### config.mk
export PLATFORM = sky130hd
export DESIGN_NAME = regfile_write_arbiter_flat
export DESIGN_NICKNAME = d
export VERILOG_FILES = /design/src/rtl/regfile_write_arbiter_if.sv /design/src/rtl/regfile_write_arbiter.sv /design/src/flat_wrapper.sv
export SDC_FILE = /design/constraint.sdc
export NUM_CORES = 1
export LEC_CHECK = 0
export CORE_ASPECT_RATIO = 2
export CORE_MARGIN = 4
export CORE_UTILIZATION = 41
export CTS_BUF_LIST = sky130_fd_sc_hd__clkbuf_16
export CTS_CLUSTER_DIAMETER = 100
export DETAILED_ROUTE_END_ITERATION = 6
export PLACE_DENSITY = 0.85
export SYNTH_ARGS = -nofsm -noshare
export SYNTH_HDL_FRONTEND = slang
export SYNTH_SLANG_ARGS = --single-unit
export TNS_END_PERCENT = 50
### constraint.sdc
create_clock -name clk -period 3.2 [get_ports clk]
set_input_delay 0.8 -clock clk [delete_from_list [all_inputs] [get_ports clk]]
set_output_delay 0.8 -clock clk [all_outputs]
set_load 0.005 [all_outputs]
### src/rtl/regfile_write_arbiter_if.sv
// regfile_write_arbiter_if: requester-side bus and register-file write port of the shared write arbiter
interface regfile_write_arbiter_if #(
  parameter int NREQ = 4,
  parameter int DW = 8
) ();
  logic hold;
  logic [NREQ-1:0] req;
  logic [3*NREQ-1:0] addr;
  logic [DW*NREQ-1:0] data;
  logic [NREQ-1:0] gnt;
  logic wvalid;
  logic [2:0] waddr;
  logic [7:0] we;
  logic [DW-1:0] wdata;
  modport master (output hold, req, addr, data, input gnt, wvalid, waddr, we, wdata);
  modport slave (input hold, req, addr, data, output gnt, wvalid, waddr, we, wdata);
endinterface

### src/rtl/regfile_write_arbiter.sv
// regfile_write_arbiter: round-robin arbiter sharing one register-file write port among NREQ requesters.
// Optional macro ZERO_REG_EN makes register 0 hard-wired zero (its write enable is suppressed).
module regfile_write_arbiter #(
  parameter int NREQ = 4,
  parameter int DW = 8
) (
  input logic clk,
  input logic rst,
  regfile_write_arbiter_if.slave bus
);
  localparam int PW = (NREQ > 1) ? $clog2(NREQ) : 1;
  logic [PW-1:0] ptr, win, ptr_nxt;
  logic [PW:0] idx;
  logic [NREQ-1:0] elig;
  logic found;
  logic [2:0] wa;
  logic [7:0] we_nxt;
  // the current grantee is masked so nobody wins two cycles in a row
  always_comb begin
    elig = bus.req & ~bus.gnt;
    found = 1'b0;
    win = '0;
    idx = '0;
    for (int k = 0; k < NREQ; k++) begin
      idx = {1'b0, ptr} + (PW+1)'(k);
      idx = (idx >= (PW+1)'(NREQ)) ? idx - (PW+1)'(NREQ) : idx;
      if (!found && elig[idx[PW-1:0]]) begin
        found = 1'b1;
        win = idx[PW-1:0];
      end
    end
    wa = bus.addr[3*win +: 3];
`ifdef ZERO_REG_EN
    we_nxt = (wa == 3'd0) ? 8'h00 : 8'h01 << wa;
`else
    we_nxt = 8'h01 << wa;
`endif
    ptr_nxt = (win == PW'(NREQ-1)) ? '0 : win + 1'b1;
  end
  always_ff @(posedge clk) begin
    if (rst) begin
      ptr <= '0;
      bus.gnt <= '0;
      bus.wvalid <= 1'b0;
      bus.waddr <= '0;
      bus.we <= '0;
      bus.wdata <= '0;
    end else if (!bus.hold && found) begin
      ptr <= ptr_nxt;
      bus.gnt <= NREQ'(1) << win;
      bus.wvalid <= 1'b1;
      bus.waddr <= wa;
      bus.we <= we_nxt;
      bus.wdata <= bus.data[DW*win +: DW];
    end else begin
      bus.gnt <= '0;
      bus.wvalid <= 1'b0;
      bus.we <= '0;
    end
  end
endmodule

### src/flat_wrapper.sv
// flat-port wrapper written by rule: the top's interface ports become plain ports
module regfile_write_arbiter_flat 
#(
  parameter int NREQ = 4,
  parameter int DW = 8
)
  (clk, rst, bus_hold, bus_req, bus_addr, bus_data, bus_gnt, bus_wvalid, bus_waddr, bus_we, bus_wdata);
  regfile_write_arbiter_if #(.NREQ(NREQ), .DW(DW)) bus_i ();
  input logic clk;
  input logic rst;
  input wire logic [$bits(bus_i.hold)-1:0] bus_hold;
  input wire logic [$bits(bus_i.req)-1:0] bus_req;
  input wire logic [$bits(bus_i.addr)-1:0] bus_addr;
  input wire logic [$bits(bus_i.data)-1:0] bus_data;
  output wire logic [$bits(bus_i.gnt)-1:0] bus_gnt;
  output wire logic [$bits(bus_i.wvalid)-1:0] bus_wvalid;
  output wire logic [$bits(bus_i.waddr)-1:0] bus_waddr;
  output wire logic [$bits(bus_i.we)-1:0] bus_we;
  output wire logic [$bits(bus_i.wdata)-1:0] bus_wdata;
  assign bus_i.hold = bus_hold;
  assign bus_i.req = bus_req;
  assign bus_i.addr = bus_addr;
  assign bus_i.data = bus_data;
  assign bus_gnt = bus_i.gnt;
  assign bus_wvalid = bus_i.wvalid;
  assign bus_waddr = bus_i.waddr;
  assign bus_we = bus_i.we;
  assign bus_wdata = bus_i.wdata;
  regfile_write_arbiter #(.NREQ(NREQ), .DW(DW)) u_core (.clk(clk), .rst(rst), .bus(bus_i));
endmodule
==> results of run 1 <==
-- metrics by stage --
stage	cells	hold WS (ns)	instance area (sq um)	setup slack, ns	power (mW)
after floorplan	118	0.466	1330	0.758	0.582
after global placement	222	0.466	2110	0.175	0.718
after detailed placement	222	0.472	2110	0.108	0.728
after CTS	226	0.491	2210	0.342	1.09
after global routing	226	0.519	2210	0.215	1.13
final	226	0.493	2210	0.365	1.09
-- cells in the mapped netlist, drive strengths merged (2+ instances only) --
master	instances	share of area (%)
nor3	4	1.9
nor2	14	3.9
mux2	8	6.8
a211oi	2	1.1
dfxtp	26	39
buf	5	3.8
nand2b	5	2.3
a22oi	2	3.2
and4b	4	3.0
a221o	8	6.0
a22o	3	2.0
a21oi	2	0.75
mux2i	13	11
nand2	3	1.4
nor4b	3	4.0
-- kinds of logic after synthesis --
family | Yosys count
mux | 21
compound gates | 22
flops | 26
simple gates | 41
buf+inv | 7
xor+xnor | 1
-- final cells by class --
type / count / area, sq um
repair buffers: 79 / 791
inverters: 1 / 3.75
clock buffers: 3 / 75.1
flip-flops and latches: 26 / 520
fillers: 255 / 943
clock inverters: 1 / 30.0
well taps: 31 / 38.8
multi-input cells: 85 / 754
-- state kept, by name, summed over array words and instances (netlist names) --
name               flops
u_core.bus.gnt         4
u_core.bus.waddr       3
u_core.bus.wdata       8
u_core.bus.we          8
u_core.bus.wvalid      1
u_core.ptr             2
-- where the power goes --
part | switching (mW) | leakage [nW] | internal, mW | total (mW)
clock network | 0.112 | 0.0511 | 0.249 | 0.361
logic | 0.147 | 0.641 | 0.205 | 0.352
registers | 0.0192 | 0.213 | 0.354 | 0.373
total | 0.279 | 0.905 | 0.807 | 1.09
-- worst reg2reg max path: cells and delay by family (launching register included) --
family | cells | cell delay, ns
AND/OR/NAND/NOR | 2 | 0.72
flip-flops | 1 | 0.36
AO/OA/AOI/OAI | 3 | 0.50
multiplexers | 1 | 0.32
buffers and inverters | 1 | 0.19
-- worst max path at each step --
stage / start / end / slack, ns / cells after the start
final: bus_req[0] / u_core.bus.waddr[1]$_SDFFE_PP0P_ / 0.36 / 8
after global routing: bus_req[0] / u_core.bus.we[1]$_SDFF_PP0_ / 0.22 / 8
after CTS: bus_req[0] / u_core.bus.waddr[1]$_SDFFE_PP0P_ / 0.34 / 8
after detailed placement: bus_req[0] / u_core.bus.waddr[0]$_SDFFE_PP0P_ / 0.11 / 8
after global placement: bus_req[0] / u_core.bus.waddr[0]$_SDFFE_PP0P_ / 0.17 / 8
after floorplan: bus_req[0] / u_core.bus.wdata[0]$_SDFFE_PP0P_ / 0.76 / 9
-- metal layers --
| metal | up-vias | GRT usage (%) |
|---|---|---|
| li1 | 605 | - |
| met1 | 575 | 18.3 |
| met2 | 75 | 34.8 |
| met3 | 9 | 5.06 |
| met4 | 0 | 8.56 |
| met5 | - | 0 |
==> results.py, run 1 <==
metrics = {
    "drt": {
        "wl_mm": 3.85,
        "wl_met1_mm": 1.37,
        "maxUsedRoutingLayer": "met4",
        "vias": 1264,
        "drt-initial-drc-count": 18,
        "wl_met2_mm": 2.01,
        "drc": 0,
        "viasPerCell": 5.59,
        "dr.pass1.iters": 5,
        "wire_per_inst_um": 17.0,
        "wl_met3_um": 355,
        "detail-route-antenna-nets": 0,
    },
    "yosys": {
        "synthesis.area_sq_mm": 0.00133,
        "synth_mux_area_share_pct": 17.7,
        "synth_compound_area_share_pct": 16.2,
        "netlist-cell-type-count": 39,
        "synth_flop_cell": "dfxtp_1",
        "yosysWarnings": 0,
        "synthAdderAreaFrac_pct": 0,
        "synthXorXnorAreaFrac_pct": 0.657,
        "synth_top_family_by_area": "simple AND/OR/NAND/NOR gates",
        "synthSimpleGateAreaFrac_pct": 22.0,
        "synth_edf_count": 0,
        "async_flop_share_pct": 0,
        "netlist_instances": 118,
        "seq_area_frac_synth_pct": 39.1,
        "synth-seq-cells": 26,
        "avgSynthCellArea_sq_um": 11.3,
        "syn_nets": 169,
    },
    "cts": {
        "clkSinkCount": 26,
        "post_cts_resized": 0,
        "cts_hold_buf": 0,
        "post-cts-setup-buffers": 0,
        "cts_tree": "done",
        "clkLatencyLatePin_ns": 0.26,
        "clk_pin_slew_ns": 0.06,
        "htreeDepth": 1,
        "cts_buffers": 3,
        "cts_root_buf": "clkbuf_16",
        "clock_path_buffers": 2,
    },
    "critical_path": {
        "crit_buf_inv": 2,
        "reg2reg_from": "u_core.ptr[1]$_SDFFE_PP0P_",
        "worstPathArrival_ns": 2.99,
        "max_stage_delay_ns": 0.52,
        "endpoint_kind": "flop",
        "critPathSlowestCell": "clkdlybuf4s50_1",
        "critPathLaunchType": "input port",
        "rrSetupSlack_ns": 1.01,
        "path_delay_family": "buffers and inverters",
        "reg2regPathDepth": 7,
        "critPathRequiredTime_ns": 3.36,
        "critPathMaxFanout": 22,
        "crit_chain": "clkdlybuf4s50_1 > or4b_4 > o21ai_2 > or3_1 > buf_12 > mux2i_1 > a22oi_4 > a22o_1",
        "regToRegEndpoint": "u_core.bus.waddr[1]$_SDFFE_PP0P_",
        "crit_type": "input port to flop",
    },
    "global_routing": {
        "antenna_found_initial": 0,
        "grtUsageTotal_pct": 18.5,
        "grt_pass1_vias": 1378,
        "grt_first_pass_wirelength_mm": 6.29,
        "grt-ovfl-total": 0,
        "grt_max_degree": 23,
    },
    "finish": {
        "antennaDiodeCount": 0,
        "fin_nets": 247,
        "layout_common_cells": "clkdlybuf4s50_1 (74), dfxtp_1 (26), nor2_1 (14)",
        "area_delta_synth_final_pct": 66.1,
        "fin_util_pct": 70.1,
        "drive_gt1_share_pct": 11.3,
        "final_common_cell": "clkdlybuf4s50_1",
    },
    "run_status": {
        "status": "complete, no violations",
    },
    "timing": {
        "finalCritPeriodShare_pct": 88.6,
        "drv_slew": 0,
        "max_clock_freq_mhz": 353,
        "fin_tns_setup_ns": 0,
        "max_slew_margin_pct": 59.7,
        "hold_violations": 0,
        "worst_pin_slew_ns": 0.602,
        "rsz0062_at_grt": "no",
        "fin_worst_skew_ns": 0.00256,
        "setup_viol": 0,
        "period_minus_slack_ns": 2.84,
    },
    "hold_path": {
        "min_path_cells": 1,
        "min_to": "u_core.bus.wdata[0]$_SDFFE_PP0P_",
        "hold_path_startpoint": "u_core.bus.wdata[0]$_SDFFE_PP0P_",
        "min_path_type": "flop to flop",
    },
    "floorplanning": {
        "coreArea_sq_mm": 0.00316,
        "start_util_pct": 42.2,
        "die_area_sq_mm": 0.00428,
        "row_count": 29,
        "fp.dieW_um": 48.3,
        "die_h_um": 88.6,
        "design.portCount": 75,
    },
    "placed_design": {
        "dp_hpwl_mm": 3.09,
        "io_buffers": 74,
        "gp_congestion": 0.738,
    },
    "power_and_ir_drop": {
        "powerDensity_mw_per_mm2": 491,
        "ir_drop_mv": 0.340,
        "leakage_nw": 0.905,
    },
    "flow_run": {
        "drv_cap": 0,
    },
}
Note: power is estimated with default switching activity, not from simulation.
==> run 2, diff against run 1 <==
--- a/config.mk
+++ b/config.mk
@@ -5,13 +5,14 @@
 export SDC_FILE = /design/constraint.sdc
 export NUM_CORES = 1
 export LEC_CHECK = 0
+export ABC_AREA = 1
 export CORE_ASPECT_RATIO = 2
 export CORE_MARGIN = 4
-export CORE_UTILIZATION = 41
+export CORE_UTILIZATION = 44
 export CTS_BUF_LIST = sky130_fd_sc_hd__clkbuf_16
 export CTS_CLUSTER_DIAMETER = 100
 export DETAILED_ROUTE_END_ITERATION = 6
-export PLACE_DENSITY = 0.85
+export DONT_BUFFER_PORTS = 1
 export SYNTH_ARGS = -nofsm -noshare
 export SYNTH_HDL_FRONTEND = slang
 export SYNTH_SLANG_ARGS = --single-unit
==> run 2 against run 1 <==
Worst setup slack better by 0.41 ns. Total power is 88% higher. Synthesized area is 23% higher. Design area is 22% lower. Critical path depth is 2 higher. Critical endpoint is now u_core.bus.we[6]$_SDFF_PP0_. Die area is 12% higher. Count of clock-buffer cells in the layout stayed put. Worst hold slack worse by 0.021 ns. Highest routed layer unchanged.
==> results.py, run 2 <==
metrics = {
    "power_and_ir_drop": {
        "pwr-share-clk_pct": 17.7,
        "swShare_pct": 49.6,
        "powerDensity_mw_per_mm2": 1180,
        "pwr-share-seq_pct": 24.5,
        "p_sw_mw": 1.01,
        "ir_drop_mv": 0.723,
        "intPower_mw": 1.03,
        "combPwrFrac_pct": 57.8,
        "leakage_nw": 0.857,
    },
    "drt": {
        "dr.pass1.iters": 4,
        "wire_per_inst_um": 15.0,
        "wl_mm": 4.51,
        "detail-route-antenna-nets": 0,
        "drt-initial-drc-count": 38,
        "viasPerCell": 5.43,
        "vias": 1630,
        "drc": 0,
    },
    "critical_path": {
        "reg2reg_from": "u_core.ptr[0]$_SDFFE_PP0P_",
        "critPathLaunchType": "flop",
        "regToRegEndpoint": "u_core.bus.we[6]$_SDFF_PP0_",
        "critPathMaxFanout": 31,
        "cp-startpoint": "u_core.ptr[0]$_SDFFE_PP0P_",
        "reg2regPathDepth": 10,
        "endpoint_kind": "flop",
        "rrSetupSlack_ns": 0.77,
        "worstPathArrival_ns": 2.63,
        "critPathRequiredTime_ns": 3.40,
        "crit_type": "flop to flop",
    },
    "timing": {
        "max_slew_margin_pct": 69.3,
        "setup_viol": 0,
        "drv_slew": 0,
        "worst_pin_slew_ns": 0.459,
        "fin_worst_skew_ns": 0.00406,
        "fin_tns_setup_ns": 0,
        "period_minus_slack_ns": 2.43,
        "finalCritPeriodShare_pct": 75.9,
        "rsz0062_at_grt": "no",
        "hold_violations": 0,
        "max_clock_freq_mhz": 412,
    },
    "global_routing": {
        "grt-ovfl-total": 0,
        "grtUsageTotal_pct": 20.1,
        "grt_max_degree": 32,
        "antenna_found_initial": 0,
        "grt_first_pass_wirelength_mm": 7.50,
        "grt_pass1_vias": 1613,
    },
    "finish": {
        "antennaDiodeCount": 0,
        "fin_util_pct": 48.1,
        "fin_nets": 303,
        "final_common_cell": "nand2_1",
        "drive_gt1_share_pct": 9.96,
        "fillers": 408,
        "layout_common_cells": "nand2_1 (86), nand3_1 (77), dfxtp_1 (26)",
        "multi_input_area_sq_um": 950,
        "register_area_sq_um": 520,
        "reg_top3": "u_core.bus.wdata (8), u_core.bus.we (8), u_core.bus.gnt (4)",
        "area_delta_synth_final_pct": 6.20,
    },
    "yosys": {
        "yosysWarnings": 0,
        "synthesis.area_sq_mm": 0.00164,
        "netlist_instances": 257,
        "avgSynthCellArea_sq_um": 6.36,
        "synth-seq-cells": 26,
        "synth_most_common_cell": "nand2_1",
        "async_flop_share_pct": 0,
        "netlist-cell-type-count": 22,
        "synth_top_area_share_pct": 31.8,
        "seq_area_frac_synth_pct": 31.8,
        "synth_edf_count": 0,
        "syn_nets": 308,
        "yosys-top-cells-count": "nand2_1 (86), nand3_1 (77), dfxtp_1 (26), inv_1 (20), nor2_1 (12)",
        "yosysTopAreaCell": "dfxtp_1",
        "ys_top_cells_by_area": "dfxtp_1 (32%), nand3_1 (24%), nand2_1 (20%)",
        "synth_flop_cell": "dfxtp_1",
    },
    "floorplanning": {
        "design.portCount": 75,
        "fp.dieW_um": 51.1,
        "die_h_um": 94.2,
        "row_count": 31,
        "coreArea_sq_mm": 0.00361,
        "die_area_sq_mm": 0.00482,
        "start_util_pct": 45.3,
    },
    "placed_design": {
        "dp_hpwl_mm": 3.47,
        "gp_congestion": 0.791,
        "io_buffers": 0,
    },
    "hold_path": {
        "min_to": "u_core.bus.wdata[5]$_SDFFE_PP0P_",
        "min_path_cells": 2,
        "hold_path_startpoint": "u_core.bus.wdata[5]$_SDFFE_PP0P_",
        "min_path_type": "flop to flop",
    },
    "cts": {
        "cts_root_buf": "clkbuf_16",
        "htreeDepth": 1,
        "post-cts-setup-buffers": 0,
        "post_cts_resized": 0,
        "cts_tree": "done",
        "clk_pin_slew_ns": 0.07,
        "cts_hold_buf": 0,
        "clkLatencyLatePin_ns": 0.26,
        "clock_path_buffers": 2,
        "cts_buffers": 3,
        "clkSinkCount": 26,
    },
    "flow_run": {
        "drv_cap": 0,
    },
    "run_status": {
        "status": "complete, no violations",
    },
}
## run 2: cells by family (layout without fill, tap and decap cells)
kind of cell    Yosys count  after routing  synth area share, %
compound gates            3              3                 1.07
buf+inv                  34             28                 10.1
flops                    26             26                 31.8
simple gates            194            194                 57.0
## run 2: layout make-up
cell class / count / share of cell area (%)
Clock buffer: 3 / 4.32
Tap cell: 49 / 3.53
Inverter: 22 / 4.90
Clock inverter: 1 / 1.73
Sequential cell: 26 / 30.0
Timing Repair Buffer: 2 / 0.865
Multi-Input combinational cell: 197 / 54.7
## run 2: critical path, stage by stage, from the launching register on
cell and delay (ns):
dfxtp_1 0.61, nand3_1 0.21, nand3_1 0.15, nand2_2 0.12
nand3_2 0.11, nand3_4 0.27, nand2_4 0.39, nand2_1 0.12
nand3_1 0.10, nand3_2 0.15, nor2_1 0.13
## run 2: layer usage
metal | global-route usage [%] | up-vias | share of wire, %
met5 | 0 | - | 0
met4 | 7.87 | 0 | 2.7
met3 | 3.34 | 13 | 6.0
met2 | 37.1 | 61 | 54
met1 | 21.9 | 736 | 38
li1 | - | 820 | -
## run 2: power by group through the flow
stage	Combinational, mW	Sequential (mW)	Clock (mW)
after floorplan	1.06	0.480	0
after global placement	1.16	0.511	0
after detailed placement	1.18	0.509	0
after CTS	1.19	0.503	0.370
after global routing	1.36	0.513	0.381
final	1.18	0.500	0.362
## run 2: how the worst max path moves through the flow
stage / endpoint
floorplan: u_core.bus.we[6]$_SDFF_PP0_
global placement: u_core.bus.we[6]$_SDFF_PP0_
detailed placement: u_core.bus.we[6]$_SDFF_PP0_
CTS: u_core.bus.we[6]$_SDFF_PP0_
global route: u_core.bus.we[4]$_SDFF_PP0_
finish: u_core.bus.we[6]$_SDFF_PP0_
## run 2: per-stage QoR
stage / hold WS (ns) / total power, mW / cells / area [sq um] / worst slack, ns
6_report: 0.471 / 2.05 / 300 / 1740 / 0.770
5_1_grt: 0.505 / 2.26 / 300 / 1740 / 0.519
4_1_cts: 0.474 / 2.06 / 300 / 1740 / 0.770
3_5_place_dp: 0.463 / 1.69 / 296 / 1630 / 0.677
3_3_place_gp: 0.461 / 1.68 / 296 / 1630 / 0.745
2_1_floorplan: 0.446 / 1.54 / 257 / 1640 / 1.22
